[config.mk]
export PLATFORM = sky130hd
export DESIGN_NAME = kvaz_write_buffer
export DESIGN_NICKNAME = d
export VERILOG_FILES = /design/src/rtl/kvaz_write_buffer.sv
export SDC_FILE = /design/constraint.sdc
export NUM_CORES = 1
export LEC_CHECK = 0
export ABC_AREA = 1
export CAP_MARGIN = 20
export CORE_UTILIZATION = 56
export CTS_BUF_LIST = sky130_fd_sc_hd__clkbuf_2
export DETAILED_ROUTE_END_ITERATION = 10
export PLACE_DENSITY_LB_ADDON = 0.3
export SYNTH_ARGS = -nofsm -noshare
export SYNTH_HDL_FRONTEND = slang
export SYNTH_SLANG_ARGS = --single-unit
export TNS_END_PERCENT = 10
[constraint.sdc]
create_clock -name clk -period 2.9 [get_ports clk]
set_input_delay 0.725 -clock clk [delete_from_list [all_inputs] [get_ports clk]]
set_output_delay 0.725 -clock clk [all_outputs]
set_load 0.005 [all_outputs]
[src/rtl/kvaz_write_buffer.sv]
// Posted-write FIFO between the kvaz ramdisk request logic and the SDRAM arbiter VU port.
// Build option: define KVAZ_WBUF_FORWARD_EN to forward reads from pending writes.
module kvaz_write_buffer #(
  parameter int unsigned ADDR_W     = 18,
  parameter int unsigned DEPTH_LOG2 = 2
) (
  input  logic                  clk,
  input  logic                  reset,
  input  logic                  in_write,
  input  logic                  in_read,
  input  logic [ADDR_W-1:0]     in_adrs,
  input  logic [7:0]            in_data,
  output logic                  rd_valid,
  output logic [7:0]            rd_data,
  output logic                  arb_write,
  output logic                  arb_read,
  output logic [ADDR_W-1:0]     arb_adrs,
  output logic [7:0]            arb_data,
  input  logic                  arb_wr_ack,
  input  logic                  arb_rd_ack,
  input  logic [7:0]            arb_rd_data,
  output logic [DEPTH_LOG2:0]   count,
  output logic                  full,
  output logic                  overflow
);

  localparam int Depth = 2 ** DEPTH_LOG2;
  localparam logic [DEPTH_LOG2:0] DepthCnt = (DEPTH_LOG2 + 1)'(Depth);

  localparam logic [1:0] StIdle = 2'd0;
  localparam logic [1:0] StWr   = 2'd1;
  localparam logic [1:0] StRd   = 2'd2;

  logic [ADDR_W-1:0]     fifo_adrs_q [Depth];
  logic [7:0]            fifo_data_q [Depth];
  logic [DEPTH_LOG2-1:0] wr_ptr_q, rd_ptr_q;
  logic [DEPTH_LOG2:0]   count_q, count_d;
  logic [1:0]            state_q, state_d;
  logic                  rd_pend_q;
  logic [ADDR_W-1:0]     rd_adrs_q;
  logic                  rd_valid_q;
  logic [7:0]            rd_data_q;
  logic                  overflow_q;

  logic                  push, pop, is_full;
  logic                  rd_accept, rd_hit, rd_fwd, rd_miss, rd_done;
  logic [7:0]            rd_hit_data;

  assign is_full   = (count_q == DepthCnt);
  assign pop       = (state_q == StWr) && arb_wr_ack;
  // A pop in the same cycle frees the slot, so a write on a full FIFO still goes in.
  assign push      = in_write && (!is_full || pop);
  assign rd_accept = in_read && !rd_pend_q;
  assign rd_done   = (state_q == StRd) && arb_rd_ack;

`ifdef KVAZ_WBUF_FORWARD_EN
  // Scan oldest to youngest so the youngest matching entry wins; the write being
  // pushed this cycle is younger than everything stored.
  always_comb begin
    rd_hit      = 1'b0;
    rd_hit_data = 8'h00;
    for (int i = 0; i < Depth; i++) begin
      if (((DEPTH_LOG2 + 1)'(i) < count_q) &&
          (fifo_adrs_q[rd_ptr_q + DEPTH_LOG2'(i)] == in_adrs)) begin
        rd_hit      = 1'b1;
        rd_hit_data = fifo_data_q[rd_ptr_q + DEPTH_LOG2'(i)];
      end
    end
    if (push && (in_adrs == in_adrs) && in_write) begin
      rd_hit      = 1'b1;
      rd_hit_data = in_data;
    end
  end
`else
  assign rd_hit      = 1'b0;
  assign rd_hit_data = 8'h00;
`endif

  assign rd_fwd  = rd_accept && rd_hit;
  assign rd_miss = rd_accept && !rd_hit;

  always_comb begin
    state_d = state_q;
    case (state_q)
      StIdle: begin
`ifdef KVAZ_WBUF_FORWARD_EN
        if (rd_pend_q || rd_miss) begin
          state_d = StRd;
        end else if ((count_q != '0) || push) begin
          state_d = StWr;
        end
`else
        // Without forwarding the read must be ordered after every posted write.
        if ((rd_pend_q || rd_miss) && (count_q == '0) && !push) begin
          state_d = StRd;
        end else if ((count_q != '0) || push) begin
          state_d = StWr;
        end
`endif
      end
      StWr:    if (arb_wr_ack) state_d = StIdle;
      StRd:    if (arb_rd_ack) state_d = StIdle;
      default: state_d = StIdle;
    endcase
  end

  always_comb begin
    count_d = count_q;
    if (push && !pop) begin
      count_d = count_q + 1'b1;
    end else if (pop && !push) begin
      count_d = count_q - 1'b1;
    end
  end

  always_ff @(posedge clk) begin
    if (push) begin
      fifo_adrs_q[wr_ptr_q] <= in_adrs;
      fifo_data_q[wr_ptr_q] <= in_data;
    end
  end

  always_ff @(posedge clk) begin
    if (reset) begin
      wr_ptr_q   <= '0;
      rd_ptr_q   <= '0;
      count_q    <= '0;
      state_q    <= StIdle;
      rd_pend_q  <= 1'b0;
      rd_adrs_q  <= '0;
      rd_valid_q <= 1'b0;
      rd_data_q  <= 8'h00;
      overflow_q <= 1'b0;
    end else begin
      state_q    <= state_d;
      count_q    <= count_d;
      rd_valid_q <= rd_fwd || rd_done;
      if (push) wr_ptr_q <= wr_ptr_q + 1'b1;
      if (pop)  rd_ptr_q <= rd_ptr_q + 1'b1;
      if (rd_done) begin
        rd_data_q <= arb_rd_data;
      end else if (rd_fwd) begin
        rd_data_q <= rd_hit_data;
      end
      if (rd_miss) begin
        rd_pend_q <= 1'b1;
        rd_adrs_q <= in_adrs;
      end else if (rd_done) begin
        rd_pend_q <= 1'b0;
      end
      if ((in_write && !push) || (in_read && rd_pend_q)) begin
        overflow_q <= 1'b1;
      end
    end
  end

  assign arb_write = (state_q == StWr);
  assign arb_read  = (state_q == StRd);
  assign arb_adrs  = (state_q == StWr) ? fifo_adrs_q[rd_ptr_q] :
                     (state_q == StRd) ? rd_adrs_q : '0;
  assign arb_data  = (state_q == StWr) ? fifo_data_q[rd_ptr_q] : 8'h00;
  assign rd_valid  = rd_valid_q;
  assign rd_data   = rd_data_q;
  assign count     = count_q;
  assign full      = is_full;
  assign overflow  = overflow_q;

endmodule

# [After elaboration in Yosys (flattened, before gate mapping)]
# Memory sizes are Yosys's and may differ from the RTL's. A register that Yosys moved wholly into a read port is not among the register bits.
# Cells that the tools add are included.
[classes] add_sub_neg=4 eq_ne=6 muxes=18 n_reduce_logical=24
[ops] cell="$mux 18" n=2
[ops] cell="$mux 2" n=8
[ops] cell="$logic_and 1x1->1" n=10
[ops] cell="$mux 8" n=1
[ops] cell="$mux 3" n=2
[ops] cell="$pmux 2 s3" n=1
[ops] cell="$add 2x1->2 const B" n=2
[ops] cell="$logic_not 1->1" n=4
[ops] cell="$logic_or 1x1->1" n=4
[ops] cell="$mux 1" n=4
[ops] cell="$ne 2x1->1 const B" n=2
[ops] cell="$reduce_bool 2->1" n=2
[ops] cell="$add 3x1->3 const B" n=1
[ops] cell="$eq 3x3->1 const B" n=1
[ops] cell="$logic_not 3->1" n=1
[ops] cell="$ne 3x3->1 const B" n=1
[ops] cell="$reduce_and 3->1" n=1
[ops] cell="$reduce_bool 3->1" n=1
[ops] cell="$sub 3x1->3 const B" n=1
[ops] cell="$eq 2x1->1 const B" n=1
[ops] cell="$eq 2x2->1 const B" n=1
[ops] cell="$logic_not 2->1" n=1
[word_totals] register_bits=38 ram_bits=104 elab_cells=63 mem_count=2
[mem_list] memory="fifo_adrs_q" depth=4 width=18 rd=1 rd_clocked_by_memory_dff=1 write_ports=1 line="34" text="logic [ADDR_W-1:0] fifo_adrs_q [Depth];"
[mem_list] memory="fifo_data_q" depth=4 width=8 rd=1 rd_clocked_by_memory_dff=1 write_ports=1 line="35" text="logic [7:0] fifo_data_q [Depth];"

# [Longest topological paths before layout]
[logic_depth] word_depth=8 ltp_mapped=13 ltp_nobuf=13

# [Worst setup path after synthesis]
# OpenSTA, ideal clock, no wires.
[synth_path] path_kind="input-to-reg" start="input arb_wr_ack" end="memory fifo_adrs_q[0][0], enable pin" setup_ns=0.409 t_arrival_ns=2.120 required_ns=2.491 slack_ns=0.371 stages=4 path_cell_list="nand3_2 -> nand3_2 -> nand2_4 -> nor2_1"
[synth_via] elab_chain_cells=5
[synth_rtl] element="start, declared" line="19" text="input logic arb_wr_ack,"
[synth_rtl] element="$logic_and 1x1->1" line="50" text="assign pop = (state_q == StWr) && arb_wr_ack;"
[synth_rtl] element="$logic_or 1x1->1" line="52" text="assign push = in_write && (!is_full || pop);"
[synth_rtl] element="$logic_and 1x1->1" line="52"
[synth_rtl] element="$mux 1" line="117" text="if (push) begin"
[synth_rtl] element="$mux 1 (not written as such)" line="118" text="fifo_adrs_q[wr_ptr_q] <= in_adrs;"
[synth_rtl] element="end, declared" line="34"
# Every way passes these cells.

# [Final worst setup path]
[layout_path] start="register state_q[0]" end="output arb_adrs[16]"
[layout_via] elab_chain_cells=3 word_cells_on_any_way=4
[layout_rtl] element="start, declared" line="38" text="logic [1:0] state_q, state_d;"
[layout_rtl] element="start signal, assigned" line="128" text="state_q <= StIdle;"
[layout_rtl] element="start signal, assigned" line="135" text="state_q <= state_d;"
[layout_rtl] element="$eq 2x2->1" line="160" text="(state_q == StRd) ? rd_adrs_q : '0;"
[layout_rtl] element="$mux 18" line="160"
[layout_rtl] element="$mux 18 (*)" line="159" text="assign arb_adrs = (state_q == StWr) ? fifo_adrs_q[rd_ptr_q] :"
[layout_rtl] element="end, declared" line="17" text="output logic [ADDR_W-1:0] arb_adrs,"
# Mark *: on every way between the ends. The rest lies on a longest branch, timed or not.

==> implementation parameters <==
Parameter                              Value

Run status
  Outcome ... finished, final reports clean

Route
  Routed len/inst ... 16.8 um
  Number of DRC violations after detailed-routing iteration 0 ... 282
  Vias post-DR ... 4386
  Detailed-route wire length ... 13400 um
  Average vias per placed instance ... 5.50
  Number of iterations in the first detailed-routing pass ... 5
  DRC viols ... 0
  Number of nets with antenna violations after routing ... 0

Timing
  RSZ-0062 raised after global routing ... true
  Maximum clock skew at final layout ... 0.0113 ns
  Period utilisation layout ... 0.991
  TNS Setup ... 0 ns
  Maximum clock frequency ... 348 MHz
  Max-slew violation count ... 0
  Worst slew margin ... 0.709
  Minimum clock period ... 2.87 ns
  Slew at the pin closest to its max-slew limit ... 0.437 ns
  Final hold viol count ... 0
  Final count of negative-setup-slack endpoints ... 0

Setup path
  Cell with the largest stage delay on the worst path ... sky130_fd_sc_hd__clkdlybuf4s50_1
  Worst Setup Start Kind ... flop
  Critical Path, Cell by Cell ... inv_2 > nor2_4 > buf_6 > buf_6 > nand3_1 > nand2_1 > clkdlybuf4s50_1
  Most frequent cell on the critical path ... sky130_fd_sc_hd__buf_6
  Family of cells with the greatest summed delay on the critical path ... buffers and inverters
  Required time of the critical path ... 2.17 ns
  Endpoint type of the worst setup path ... output port
  CP bufs+invs ... 4
  Worst Setup Path Type ... flop to output port
  Highest net fanout along the worst path ... 7
  Delay contributed by the slowest stage of the critical path ... 0.51 ns
  Worst path arrival time ... 2.15 ns

Global route
  Largest net degree at the start of global routing ... 27
  Vias in the first global route ... 4447
  Wire length of the first global-routing pass ... 21600 um
  Residual overflow from global routing ... 0
  GRT Total Usage ... 0.262
  Antenna violations before repair ... 0

Final layout
  Final instance area ... 7240 um^2
  Relative area change from synthesis to final layout ... 24.6%
  Share of final-layout standard cells stronger than drive strength 1 ... 0.125
  Post-layout nets ... 698
  Total inserted antenna cells ... 0

Logic synthesis
  Syn_nets ... 599
  Top_reg_cell synth ... sky130_fd_sc_hd__edfxtp_1
  Synth top cells by count ... 127 x sky130_fd_sc_hd__nand2_1, 104 x sky130_fd_sc_hd__edfxtp_1, 83 x sky130_fd_sc_hd__nor2_1
  Number of enable-type register cells in the synthesized netlist ... 104
  Synthesized instance count ... 553
  Synthesized area per cell ... 10.5 um^2
  Cell accounting for the most synthesized area ... sky130_fd_sc_hd__edfxtp_1
  Share of flip-flops with an asynchronous set or reset ... 0
  Sequential cell area fraction in the yosys report ... 0.675
  Distinct cell type count of the synthesized netlist ... 27
  Register bit total from synthesis ... 144
  Cell types with the largest area share after synthesis ... sky130_fd_sc_hd__edfxtp_1 54%, sky130_fd_sc_hd__dfxtp_1 14%, sky130_fd_sc_hd__nand2_1 8.2%
  Most common cell in the netlist ... sky130_fd_sc_hd__nand2_1
  Fraction of post-synthesis cell area in the top cell type by area ... 0.537
  Cell area after synthesis ... 5810 um^2
  Warnings from Yosys ... 0

Power
  Switching portion of total power ... 0.321
  Switching pwr ... 1.69 mW
  Static power due to leakage ... 2.88 nW
  Power per unit of standard cell area ... 727 nW/um^2
  Worst supply voltage drop on vdd ... 0.406 mV
  Internal power component ... 3.57 mW
  Comb pwr share ... 0.301
  Clock group share of total power ... 0.210
  Register share of total power ... 0.489

Clock network
  Clock Pin Slew Worst Setup and Hold Paths ... 0.19 ns
  Total CTS buffers ... 17
  Largest buffer count on any clock path ... 2
  Worst-Skew Late Latency ... 0.67 ns
  TritonCTS clock tree ... built
  Cell at the root of the clock tree ... sky130_fd_sc_hd__clkbuf_2
  Count of H-tree levels built during CTS ... 4
  Clock sinks ... 144
  Hold buffer count at CTS ... 0

Floorplan
  Cell row count ... 36
  Number of placed I/O pins ... 82
  Die ar. ... 10800 um^2
  Die height ... 104 um
  Initial Utilization ... 0.586
  Horiz. Die Dim ... 104 um
  Area of the placeable core ... 9910 um^2

Worst hold path
  Path category of the worst min-delay check ... flop to flop

Place
  HPWL reported at the end of detailed placement ... 7440 um
  Routability congestion estimate ... 0.796
  Placed Area ... 6840 um^2
  Number of I/O port buffers ... 81

Flow run
  Max capacitance violation total ... 0
-- power by group through the flow --
| stage | Clock, mW | Sequential (mW) | Combinational (mW) |
|---|---|---|---|
| 2_1_floorplan | 0 | 2.59 | 0.778 |
| 3_3_place_gp | 0 | 2.61 | 1.44 |
| 3_5_place_dp | 0 | 2.62 | 1.48 |
| 4_1_cts | 1.11 | 2.58 | 1.55 |
| 5_1_grt | 1.20 | 2.60 | 1.74 |
| 6_report | 1.10 | 2.57 | 1.59 |
-- sequential cells by signal (all words and copies together), names as in the netlist, named ones only --
name and flops:
count 3, fifo_adrs_q 72, fifo_data_q 32, overflow 1
rd_adrs_q 18, rd_data 8, rd_pend_q 1, rd_ptr_q 2
rd_valid 1, state_q 2, wr_ptr_q 2
-- worst min-delay path, cell delays in order (launching register included) --
cell and delay [ns]:
sky130_fd_sc_hd__dfxtp_1 0.35, sky130_fd_sc_hd__nand2_1 0.06, sky130_fd_sc_hd__a21oi_1 0.05
-- final timing paths --
| kind | from | endpoint | slack, ns | depth (start not counted) |
|---|---|---|---|---|
| max reg2reg | count[0] | count[1] | 0.89 | 9 |
| max | state_q[0] | arb_adrs[16] | 0.03 | 7 |
| min | rd_data[5] | rd_data[5] | 0.48 | 2 |
| min reg2reg | rd_data[5] | rd_data[5] | 0.48 | 2 |
-- stage by stage --
step,util,setup WS [ns],power [mW],hold WS (ns),instances
3_5_place_dp,0.690,0.0890,4.10,0.459,756
2_1_floorplan,-,0.371,3.37,0.451,553
3_3_place_gp,0.690,0.176,4.05,0.449,756
4_1_cts,0.727,-0.0595,5.24,0.483,796
5_1_grt,0.731,-0.132,5.54,0.496,798
6_report,0.731,0.0266,5.26,0.478,798
-- cells in the final DEF (no fill, tap or decap), types with 2 or more instances in the layout --
| master | n |
|---|---|
| sky130_fd_sc_hd__bufinv_16 | 2 |
| sky130_fd_sc_hd__nand2_1 | 127 |
| sky130_fd_sc_hd__ha_1 | 5 |
| sky130_fd_sc_hd__xor2_1 | 2 |
| sky130_fd_sc_hd__inv_1 | 16 |
| sky130_fd_sc_hd__dfxtp_1 | 36 |
| sky130_fd_sc_hd__buf_16 | 3 |
| sky130_fd_sc_hd__inv_6 | 2 |
| sky130_fd_sc_hd__dlymetal6s2s_1 | 5 |
| sky130_fd_sc_hd__edfxtp_1 | 104 |
| sky130_fd_sc_hd__clkdlybuf4s50_1 | 58 |
| sky130_fd_sc_hd__clkinvlp_4 | 5 |
| sky130_fd_sc_hd__clkinv_4 | 2 |
| sky130_fd_sc_hd__nor2_1 | 79 |
| sky130_fd_sc_hd__dfxtp_2 | 2 |
| sky130_fd_sc_hd__dfxtp_4 | 2 |
| sky130_fd_sc_hd__o21ai_0 | 38 |
| sky130_fd_sc_hd__buf_12 | 7 |
| sky130_fd_sc_hd__inv_2 | 6 |
| sky130_fd_sc_hd__buf_4 | 11 |
| sky130_fd_sc_hd__dlygate4sd2_1 | 18 |
| sky130_fd_sc_hd__a21oi_1 | 25 |
| sky130_fd_sc_hd__clkinv_2 | 2 |
| sky130_fd_sc_hd__nand3_1 | 64 |
| sky130_fd_sc_hd__buf_6 | 5 |
| sky130_fd_sc_hd__nand3_2 | 4 |
| sky130_fd_sc_hd__nor2_2 | 5 |
| sky130_fd_sc_hd__nor2_4 | 2 |
| sky130_fd_sc_hd__clkbuf_2 | 18 |
-- area by class of cell --
type,count,area [um^2]
Clock buffer,18,90.1
Clock inverter,14,143
Fill cell,715,2670
Inverter,24,97.6
Multi-Input combinational cell,358,1650
Sequential cell,144,3930
Tap cell,133,166
Timing Repair Buffer,107,1160
-- kinds of logic after synthesis --
group           Yosys count  share of synthesized area
fa+ha+maj                 6                     0.0142
xor+xnor                  2                    0.00301
compound gates           65                     0.0566
simple gates            285                      0.207
flops                   144                      0.675
buf+inv                  51                     0.0441
-- timing repair --
action,4_1_cts,5_1_grt
endpoints found under the setup margin,27,9
pin swaps,1,2
endpoints found under the hold margin,0,0
gates cloned,3,0
buffers inserted,5,2
resized for setup,33,7
-- per-layer routing --
layer / share of wire / GRT usage / routed length (um) / vias up
met2: 0.52 / 0.458 / 6980 / 183
li1: - / - / - / 2074
met4: 0.013 / 0.0918 / 172 / 0
met5: 0 / 0 / 0 / -
met1: 0.39 / 0.313 / 5250 / 2110
met3: 0.072 / 0.0695 / 965 / 19
Note: power is estimated with default switching activity, not from simulation.
